[config.mk]
export PLATFORM = sky130hd
export DESIGN_NAME = uart_core
export DESIGN_NICKNAME = d
export VERILOG_FILES = /design/src/rtl/uart_pkg.sv /design/src/rtl/uart_sync_fifo.sv /design/src/rtl/uart_core.sv
export SDC_FILE = /design/constraint.sdc
export NUM_CORES = 1
export LEC_CHECK = 0
export BUFFER_PORTS_ARGS = -buffer_cell sky130_fd_sc_hd__buf_2
export CELL_PAD_IN_SITES_DETAIL_PLACEMENT = 1
export CELL_PAD_IN_SITES_GLOBAL_PLACEMENT = 2
export CORE_UTILIZATION = 48
export DETAILED_ROUTE_END_ITERATION = 10
export PLACE_DENSITY_LB_ADDON = 0.25
export SLEW_MARGIN = 20
export SYNTH_ARGS = -nofsm -noshare
export SYNTH_HDL_FRONTEND = slang
export SYNTH_SLANG_ARGS = --single-unit
[constraint.sdc]
create_clock -name clk -period 3 [get_ports clk]
set_clock_uncertainty 0.15 [all_clocks]
set_input_delay 0.15 -clock clk [delete_from_list [all_inputs] [get_ports clk]]
set_output_delay 0.15 -clock clk [all_outputs]
set_load 0.05 [all_outputs]
[src/rtl/uart_pkg.sv]
// Shared state encodings and default configuration for the 8N1 UART core.
package uart_pkg;

   localparam int DEF_DATA_WIDTH = 8;
   localparam int DEF_BAUD_RATE  = 115200;
   localparam int DEF_CLOCK_FREQ = 50_000_000;
   localparam int DEF_FIFO_DEPTH = 16;

   typedef enum logic [1:0] {
      TX_IDLE,
      TX_START,
      TX_DATA,
      TX_STOP
   } tx_state_t;

   typedef enum logic [1:0] {
      RX_IDLE,
      RX_START,
      RX_DATA,
      RX_STOP
   } rx_state_t;

endpackage

[src/rtl/uart_sync_fifo.sv]
// Single-clock show-ahead FIFO; pointers carry one extra wrap bit to tell full from empty.
module uart_sync_fifo
   import uart_pkg::*;
#(
   parameter int WIDTH = DEF_DATA_WIDTH,
   parameter int DEPTH = DEF_FIFO_DEPTH
) (
   input  logic             clk,
   input  logic             rst_n,
   input  logic             i_wr_en,
   input  logic [WIDTH-1:0] i_wr_data,
   input  logic             i_rd_en,
   output logic [WIDTH-1:0] o_rd_data,
   output logic             o_full,
   output logic             o_empty
);

   localparam int AW = $clog2(DEPTH);

   logic [WIDTH-1:0] r_mem [DEPTH];
   logic [AW:0]      r_wr_ptr;
   logic [AW:0]      r_rd_ptr;
   logic             w_push;
   logic             w_pop;

   // A push into a full FIFO is dropped even when a pop happens in the same cycle.
   assign w_push = i_wr_en && !o_full;
   assign w_pop  = i_rd_en && !o_empty;

   always_ff @(posedge clk or negedge rst_n) begin
      if (!rst_n) begin
         r_wr_ptr <= '0;
         r_rd_ptr <= '0;
      end else begin
         if (w_push) r_wr_ptr <= r_wr_ptr + 1'b1;
         if (w_pop)  r_rd_ptr <= r_rd_ptr + 1'b1;
      end
   end

   always_ff @(posedge clk) begin
      if (w_push) r_mem[r_wr_ptr[AW-1:0]] <= i_wr_data;
   end

   assign o_empty   = (r_wr_ptr == r_rd_ptr);
   assign o_full    = (r_wr_ptr[AW] != r_rd_ptr[AW]) &&
                      (r_wr_ptr[AW-1:0] == r_rd_ptr[AW-1:0]);
   // Head reads as zero while empty so the host never sees stale storage.
   assign o_rd_data = o_empty ? '0 : r_mem[r_rd_ptr[AW-1:0]];

endmodule

[src/rtl/uart_core.sv]
// 8N1 UART with buffered valid/ready host side; TX and RX state machines live here,
// buffering is done by two uart_sync_fifo instances.
module uart_core
   import uart_pkg::*;
#(
   parameter int DATA_WIDTH = DEF_DATA_WIDTH,
   parameter int BAUD_RATE  = DEF_BAUD_RATE,
   parameter int CLOCK_FREQ = DEF_CLOCK_FREQ,
   parameter int FIFO_DEPTH = DEF_FIFO_DEPTH
) (
   input  logic                  clk,
   input  logic                  rst_n,
   input  logic                  uart_rx,
   output logic [DATA_WIDTH-1:0] rx_data,
   output logic                  rx_valid,
   input  logic                  rx_ready,
   output logic                  uart_tx,
   input  logic [DATA_WIDTH-1:0] tx_data,
   input  logic                  tx_valid,
   output logic                  tx_ready
);

   localparam int CLKS_PER_BIT = CLOCK_FREQ / BAUD_RATE;
   localparam int HALF_BIT     = CLKS_PER_BIT / 2;
   localparam int CNT_W        = $clog2(CLKS_PER_BIT + 1);
   localparam int BIT_W        = (DATA_WIDTH > 1) ? $clog2(DATA_WIDTH) : 1;

   localparam logic [CNT_W-1:0] BIT_LAST  = CNT_W'(CLKS_PER_BIT - 1);
   localparam logic [CNT_W-1:0] HALF_LAST = CNT_W'(HALF_BIT - 1);
   localparam logic [BIT_W-1:0] IDX_LAST  = BIT_W'(DATA_WIDTH - 1);

   logic [DATA_WIDTH-1:0] w_txf_rd_data;
   logic                  w_txf_full;
   logic                  w_txf_empty;
   logic                  w_tx_pop;

   logic [DATA_WIDTH-1:0] w_rxf_rd_data;
   logic                  w_rxf_full;
   logic                  w_rxf_empty;
   logic                  w_rx_push;

   tx_state_t             r_tx_state, w_tx_state_n;
   logic [CNT_W-1:0]      r_tx_cnt,   w_tx_cnt_n;
   logic [BIT_W-1:0]      r_tx_idx,   w_tx_idx_n;
   logic [DATA_WIDTH-1:0] r_tx_shift, w_tx_shift_n;
   logic                  r_tx_line,  w_tx_line_n;

   rx_state_t             r_rx_state, w_rx_state_n;
   logic [CNT_W-1:0]      r_rx_cnt,   w_rx_cnt_n;
   logic [BIT_W-1:0]      r_rx_idx,   w_rx_idx_n;
   logic [DATA_WIDTH-1:0] r_rx_shift, w_rx_shift_n;
   logic                  r_rx_s1;
   logic                  r_rx_s2;

   uart_sync_fifo #(
      .WIDTH (DATA_WIDTH),
      .DEPTH (FIFO_DEPTH)
   ) u_tx_fifo (
      .clk       (clk),
      .rst_n     (rst_n),
      .i_wr_en   (tx_valid),
      .i_wr_data (tx_data),
      .i_rd_en   (w_tx_pop),
      .o_rd_data (w_txf_rd_data),
      .o_full    (w_txf_full),
      .o_empty   (w_txf_empty)
   );

   uart_sync_fifo #(
      .WIDTH (DATA_WIDTH),
      .DEPTH (FIFO_DEPTH)
   ) u_rx_fifo (
      .clk       (clk),
      .rst_n     (rst_n),
      .i_wr_en   (w_rx_push && !w_rxf_full),
      .i_wr_data (r_rx_shift),
      .i_rd_en   (rx_ready),
      .o_rd_data (w_rxf_rd_data),
      .o_full    (w_rxf_full),
      .o_empty   (w_rxf_empty)
   );

   assign tx_ready = !w_txf_full;
   assign rx_valid = !w_rxf_empty;
   assign rx_data  = w_rxf_rd_data;
   assign uart_tx  = r_tx_line;

   // Line driver is a flop preset to 1, so reset forces the idle level asynchronously.
   always_ff @(posedge clk or negedge rst_n) begin
      if (!rst_n) begin
         r_tx_state <= TX_IDLE;
         r_tx_cnt   <= '0;
         r_tx_idx   <= '0;
         r_tx_shift <= '0;
         r_tx_line  <= 1'b1;
      end else begin
         r_tx_state <= w_tx_state_n;
         r_tx_cnt   <= w_tx_cnt_n;
         r_tx_idx   <= w_tx_idx_n;
         r_tx_shift <= w_tx_shift_n;
         r_tx_line  <= w_tx_line_n;
      end
   end

   always_comb begin
      w_tx_state_n = r_tx_state;
      w_tx_cnt_n   = r_tx_cnt;
      w_tx_idx_n   = r_tx_idx;
      w_tx_shift_n = r_tx_shift;
      w_tx_line_n  = r_tx_line;
      w_tx_pop     = 1'b0;
      case (r_tx_state)
         TX_IDLE: begin
            w_tx_line_n = 1'b1;
            if (!w_txf_empty) begin
               w_tx_pop     = 1'b1;
               w_tx_shift_n = w_txf_rd_data;
               w_tx_line_n  = 1'b0;
               w_tx_cnt_n   = '0;
               w_tx_state_n = TX_START;
            end
         end
         TX_START: begin
            if (r_tx_cnt == BIT_LAST) begin
               w_tx_cnt_n   = '0;
               w_tx_idx_n   = '0;
               w_tx_line_n  = r_tx_shift[0];
               w_tx_state_n = TX_DATA;
            end else begin
               w_tx_cnt_n = r_tx_cnt + 1'b1;
            end
         end
         TX_DATA: begin
            if (r_tx_cnt == BIT_LAST) begin
               w_tx_cnt_n = '0;
               if (r_tx_idx == IDX_LAST) begin
                  w_tx_line_n  = 1'b1;
                  w_tx_state_n = TX_STOP;
               end else begin
                  w_tx_idx_n   = r_tx_idx + 1'b1;
                  w_tx_shift_n = r_tx_shift >> 1;
                  w_tx_line_n  = r_tx_shift[1];
               end
            end else begin
               w_tx_cnt_n = r_tx_cnt + 1'b1;
            end
         end
         TX_STOP: begin
            if (r_tx_cnt == BIT_LAST) begin
               w_tx_cnt_n = '0;
               // Chain straight into the next start bit so bursts have no idle gap.
               if (!w_txf_empty) begin
                  w_tx_pop     = 1'b1;
                  w_tx_shift_n = w_txf_rd_data;
                  w_tx_line_n  = 1'b0;
                  w_tx_state_n = TX_START;
               end else begin
                  w_tx_state_n = TX_IDLE;
               end
            end else begin
               w_tx_cnt_n = r_tx_cnt + 1'b1;
            end
         end
         default: w_tx_state_n = TX_IDLE;
      endcase
   end

   always_ff @(posedge clk or negedge rst_n) begin
      if (!rst_n) begin
         r_rx_s1    <= 1'b1;
         r_rx_s2    <= 1'b1;
         r_rx_state <= RX_IDLE;
         r_rx_cnt   <= '0;
         r_rx_idx   <= '0;
         r_rx_shift <= '0;
      end else begin
         r_rx_s1    <= uart_rx;
         r_rx_s2    <= r_rx_s1;
         r_rx_state <= w_rx_state_n;
         r_rx_cnt   <= w_rx_cnt_n;
         r_rx_idx   <= w_rx_idx_n;
         r_rx_shift <= w_rx_shift_n;
      end
   end

   always_comb begin
      w_rx_state_n = r_rx_state;
      w_rx_cnt_n   = r_rx_cnt;
      w_rx_idx_n   = r_rx_idx;
      w_rx_shift_n = r_rx_shift;
      w_rx_push    = 1'b0;
      case (r_rx_state)
         RX_IDLE: begin
            w_rx_cnt_n = '0;
            if (!r_rx_s2) w_rx_state_n = RX_START;
         end
         RX_START: begin
            // Half a bit in: still low means a real start bit, otherwise a glitch.
            if (r_rx_cnt == HALF_LAST) begin
               w_rx_cnt_n   = '0;
               w_rx_idx_n   = '0;
               w_rx_state_n = r_rx_s2 ? RX_IDLE : RX_DATA;
            end else begin
               w_rx_cnt_n = r_rx_cnt + 1'b1;
            end
         end
         RX_DATA: begin
            if (r_rx_cnt == BIT_LAST) begin
               w_rx_cnt_n   = '0;
               w_rx_shift_n = {r_rx_s2, r_rx_shift[DATA_WIDTH-1:1]};
               if (r_rx_idx == IDX_LAST) begin
                  w_rx_state_n = RX_STOP;
               end else begin
                  w_rx_idx_n = r_rx_idx + 1'b1;
               end
            end else begin
               w_rx_cnt_n = r_rx_cnt + 1'b1;
            end
         end
         RX_STOP: begin
            if (r_rx_cnt == BIT_LAST) begin
               w_rx_cnt_n   = '0;
               w_rx_push    = r_rx_s2;
               w_rx_state_n = RX_IDLE;
            end else begin
               w_rx_cnt_n = r_rx_cnt + 1'b1;
            end
         end
         default: w_rx_state_n = RX_IDLE;
      endcase
   end

endmodule

# Word level (Yosys, flattened, before mapping)
# Memories as Yosys holds them, arrays and structs flattened.
# Cells that the tools add are included.
# word_totals
reg_bits	67
latchBits	0
ram_bits	256
mem_bits_ro	0
out_inout_bits	11
word_cells	130
n_memories	2
# mem_list
name	words	width	read_ports	rd_clocked_by_memory_dff	wr	line_no	text
u_rx_fifo.r_mem	16	8	1	0	1	uart_sync_fifo.sv:20	logic [WIDTH-1:0] r_mem [DEPTH];
u_tx_fifo.r_mem	16	8	1	0	1	uart_sync_fifo.sv:20	
# op_classes
add_sub_neg	8
n_mul	0
n_div	0
order_cmp	0
eq_ne	30
n_shift	0
mux	50
bitwise	0
reduce_logical	25
# ops
operator	count
$mux 8	5
$mux 9	4
$pmux 9 s3	1
$ne 2x2->1 const B	13
$pmux 8 s3	1
$mux 2	11
$add 5x1->5 const B	4
$add 9x1->9 const B	2
$eq 9x9->1 const B	2
$mux 3	6
$pmux 9 s2	1
$pmux 2 s4	2
$reduce_and 4->1	4
$mux 1	15
$pmux 3 s2	2
$eq 5x5->1	2
$reduce_and 5->1	2
$eq 9x8->1 const B	1
$eq 2x2->1 const B	4
$eq 4x4->1	2
$logic_and 1x1->1	7
$add 3x1->3 const B	2
$eq 3x3->1 const B	2
$eq 2x1->1 const B	2
10 further kinds	16

# Longest topological paths before layout
# depth
word_depth	7
ltp_mapped	8
mapped_depth_nobuf	7

# Cells and area by module
# Synthesis repeated with hierarchy kept, for this count alone.
# hier_totals
cells_unflattened	765
hier_area_um2	13676.9
# by_module_without_submodules
module	n_inst	cells_each	area_each_um2
uart_sync_fifo	2	268	5574.1
uart_core	1	229	2528.7

# Least setup slack after synthesis
# OpenSTA, ideal clock, no wires.
# synth_timing
path_kind	reg-to-reg
start	register u_rx_fifo.r_rd_ptr[1]
end	memory u_rx_fifo.r_mem[3][0] (netlist bit), enable pin
setup_ps	383
arrival_time_ps	2050
t_required_ps	2467
slack_ps	416
path_stages_with_launch	7
path_buffers	1
synth_period_minus_slack_ps	2584
cell_sequence	dfrtp_1 > clkbuf_1 > xor2_1 > nor4_1 > a211oi_2 > nand2_1 > nor3_1
# synth_between
elab_chain_len	7
# synth_lines
element	line_no	text
from (decl)	uart_sync_fifo.sv:22	logic [AW:0] r_rd_ptr;
from (signal assigned)	uart_sync_fifo.sv:36	if (w_pop) r_rd_ptr <= r_rd_ptr + 1'b1;
$eq 4x4->1 (*)	uart_sync_fifo.sv:46	(r_wr_ptr[AW-1:0] == r_rd_ptr[AW-1:0]);
$logic_and 1x1->1 (*)	uart_sync_fifo.sv:45	assign o_full = (r_wr_ptr[AW] != r_rd_ptr[AW]) &&
$logic_not 1->1 (*)	uart_sync_fifo.sv:27, uart_core.sv:75	
$logic_and 1x1->1	uart_core.sv:75	.i_wr_en (w_rx_push && !w_rxf_full),
$logic_and 1x1->1 (*)	uart_sync_fifo.sv:27	assign w_push = i_wr_en && !o_full;
$mux 1 (*)	uart_sync_fifo.sv:41	if (w_push) r_mem[r_wr_ptr[AW-1:0]] <= i_wr_data;
$mux 1 (implied by the code) (*)	uart_sync_fifo.sv:41	
to (decl)	uart_sync_fifo.sv:20	
# Every way passes the cells marked *; elsewhere a longest branch is shown, timed or not.

# Worst setup path after layout
# layout_timing
start	register u_rx_fifo.r_rd_ptr[0]
end	output port rx_data[4]
# layout_between
elab_chain_len	2
elab_cells_between_ends	3
classes_between	eq/ne (1); mux (1); memory (1)
# layout_lines
element	line_no	text
$mem_v2 16x8 or $eq 5x5->1 (tied branches)	-	
$mux 8 (*)	uart_sync_fifo.sv:48	assign o_rd_data = o_empty ? '0 : r_mem[r_rd_ptr[AW-1:0]];
to (decl)	uart_core.sv:14	output logic [DATA_WIDTH-1:0] rx_data,
# Marks and branches as above.

==> metrics.yaml <==
setup_path:
  end_kind: "output port"
  r2r_cells: 6
  cp_top_family: "multiplexers"
  slowest_delay_ps: 560
  r2r-start: "u_tx_fifo.r_wr_ptr[2]"
  critPathMaxFanout: 5
  worst-endpoint-arrival_ps: 2600
  slowest_stage: "mux4_2"
  rrSetupSlack_ps: 430
  cp.required_ps: 2700
  r2r_end: "u_tx_fifo.r_mem[3][4]"
  crit_cells: 6
  cp_cell_sequence: "buf_12 > buf_12 > mux4_2 > mux4_2 > and2_1 > buf_2"
  worstSetupPathType: "reg -> out"
  crit_buf_inv: 3
  start_kind: "flop"
synthesis:
  synth-edff-count: 256
  synth.cell_area_sq_um: 13400
  async_reset_ff_share_pct: 20.7
  yosys_warnings: 0
  seq_area_frac_synth_pct: 69.7
  avgSynthCellArea_sq_um: 17.4
  synth_cell_types: 59
  synth_cells: 770
  ys_ff_latch: 323
  synthFlopType: "edfxtp_1"
  syn_nets: 808
final_layout:
  final_cell_mix: "edfxtp_1 (256), mux4_2 (68), dfrtp_1 (61)"
  drive_above_1_share_pct: 25.5
  final_common_cell: "edfxtp_1"
  regArea_sq_um: 9370
  nets: 893
  diodes: 0
  multiInputGateArea_sq_um: 3810
  fill_cells: 2461
  syn_to_final_growth_pct: 15.5
global_route:
  grt_pass1_vias: 7741
  track_usage_pct: 21.8
  grt_util_met3_pct: 3.17
  grt_busiest_layer: "met2"
  grt_util_met2_pct: 38.5
  antenna_found_initial: 0
  globalRouteOverflowTotal: 0
  grt_pass1_wl_um: 46400
  grt_max_degree: 42
  use_met1_pct: 28.6
timing:
  layout_worst_path_cycle_share_pct: 96.8
  fin_hold_ws_ps: 131
  worst_pin_slew_ps: 839
  tns_ps: 0
  fmax_ghz: 0.344
  rsz0062_at_grt: "false"
  fin_ws_ps: 95.2
  setup_viol: 0
  finalMaxSlewViolations: 0
  hold_violations: 0
  fin_crit_ps: 2900
  slew_headroom_pct: 44.1
die:
  rows: 60
  die_area_sq_um: 28700
  start_util_pct: 49.4
  io-pin-count: 24
  die_x_um: 169
  die_y_um: 169
  core_sq_um: 27200
route:
  dr_total_vias: 7207
  drtAntennaViolNets: 0
  vias_per_cell: 5.75
  wl_um: 29900
  route.detailed.drc: 0
  drtIter0Drc: 527
  firstDrtPassIters: 5
  wl_per_cell_um: 23.9
worst_hold_path:
  hold_start: "uart_rx"
  hold_path.class: "in -> reg"
  min_path_cells: 2
  hold_path_end: "r_rx_s1"
place:
  dpl.hpwl_um: 19100
  numPortBuffers: 23
  gp_congestion: 0.753
  preCtsSetupSlack_ps: 332
clocking:
  root_buffer: "clkbuf_16"
  cts_tree: "built"
  clock_sinks: 323
  cts_buffer_depth: 3
  clk_latency_ps: 520
  cts_made_buffers: 35
  path_clk_slew_ps: 60
  h-tree-depth: 2
pwr:
  total_power_mw: 12.0
  ir_drop_uv: 590
  cellLeakagePower_nw: 5.16
  power.density_nw_per_um2: 776
run_status:
  status: "complete, no violations"
job:
  maxCapViolations: 0
## timing repair
item	CTS	global route
cloned	1	3
hold buffers	12	0
buffers inserted	0	2
endpoints found under the hold margin	166	0
endpoints found under the setup margin	9	8
gates resized for setup	2	1
## layout make-up
cell class | count | share of cell area [%]
flip-flops and latches | 323 | 60.4
multi-input cells | 392 | 24.6
clock buffers | 42 | 5.95
repair buffers | 85 | 4.64
well taps | 372 | 3.00
clock inverters | 21 | 0.976
inverters | 18 | 0.436
## how the worst max path moves through the flow
stage	from	to
2_1_floorplan	u_rx_fifo.r_rd_ptr[1]	u_rx_fifo.r_mem[3][0]
3_3_place_gp	u_rx_fifo.r_rd_ptr[3]	u_rx_fifo.r_rd_ptr[1]
3_5_place_dp	u_rx_fifo.r_rd_ptr[3]	u_rx_fifo.r_rd_ptr[1]
4_1_cts	u_rx_fifo.r_rd_ptr[0]	rx_data[6]
5_1_grt	u_rx_fifo.r_rd_ptr[0]	rx_data[4]
6_report	u_rx_fifo.r_rd_ptr[0]	rx_data[4]
## per-layer routing
layer / routed length (um) / vias to the layer above
met2: 15600 / 164
met3: 1120 / 37
met5: 0 / -
met4: 469 / 0
li1: - / 3174
met1: 12700 / 3832
## power breakdown
group | switching, mW | internal (mW)
clock | 1.70 | 2.30
sequential | 0.246 | 5.17
combinational | 1.46 | 1.16
total | 3.41 | 8.63
## cells in the mapped netlist, types with 11 or more instances
cell,number,area share (%)
nor3_1,12,0.45
mux2_2,18,1.5
clkbuf_1,16,0.45
mux2i_1,13,0.97
dfrtp_1,64,12
xor2_1,17,1.1
inv_1,18,0.50
nand4_1,11,0.51
edfxtp_1,256,57
nor2_1,46,1.3
mux4_2,68,11
and2_1,12,0.56
a21oi_1,17,0.63
xnor2_1,22,1.4
ha_1,25,2.3
nand2_1,44,1.2
## logic make-up (layout without fill, tap and decap cells)
kind of cell	count (synthesis)	count (layout)	synth area share [%]
AND/OR/NAND/NOR	157	157	5.74
buffers and inverters	55	166	1.94
XOR/XNOR	39	39	2.54
AO/OA/AOI/OAI	71	71	3.73
multiplexers	100	100	14.0
flip-flops	323	323	69.7
adder cells (fa/ha/maj)	25	25	2.33
## state kept, by name, summed over array words and instances, names as in the netlist, 2 cells and up, named ones only
| name | flops |
|---|---|
| r_rx_cnt | 9 |
| r_rx_idx | 3 |
| r_rx_shift | 8 |
| r_tx_cnt | 9 |
| r_tx_idx | 3 |
| r_tx_shift | 8 |
| r_tx_state | 2 |
| u_rx_fifo.r_mem | 128 |
| u_rx_fifo.r_rd_ptr | 5 |
| u_rx_fifo.r_wr_ptr | 5 |
| u_tx_fifo.r_mem | 128 |
| u_tx_fifo.r_rd_ptr | 5 |
| u_tx_fifo.r_wr_ptr | 5 |
## worst reg2reg max path, delay by kind of cell (launching register included)
family | cells | cell delay [ps]
XOR/XNOR | 1 | 290
buffers and inverters | 1 | 230
AND/OR/NAND/NOR | 3 | 590
flip-flops | 1 | 630
AO/OA/AOI/OAI | 1 | 350
## per-stage QoR
stage / cell area [sq um] / std cells / utilization, %
after global routing: 15500 / 1253 / 57.1
after detailed placement: 14200 / 1172 / 52.2
final: 15500 / 1253 / 57.1
after CTS: 15400 / 1248 / 56.8
after global placement: 14200 / 1172 / 52.2
after floorplan: 13400 / 770 / -
Power figures use the tool's default switching activity.
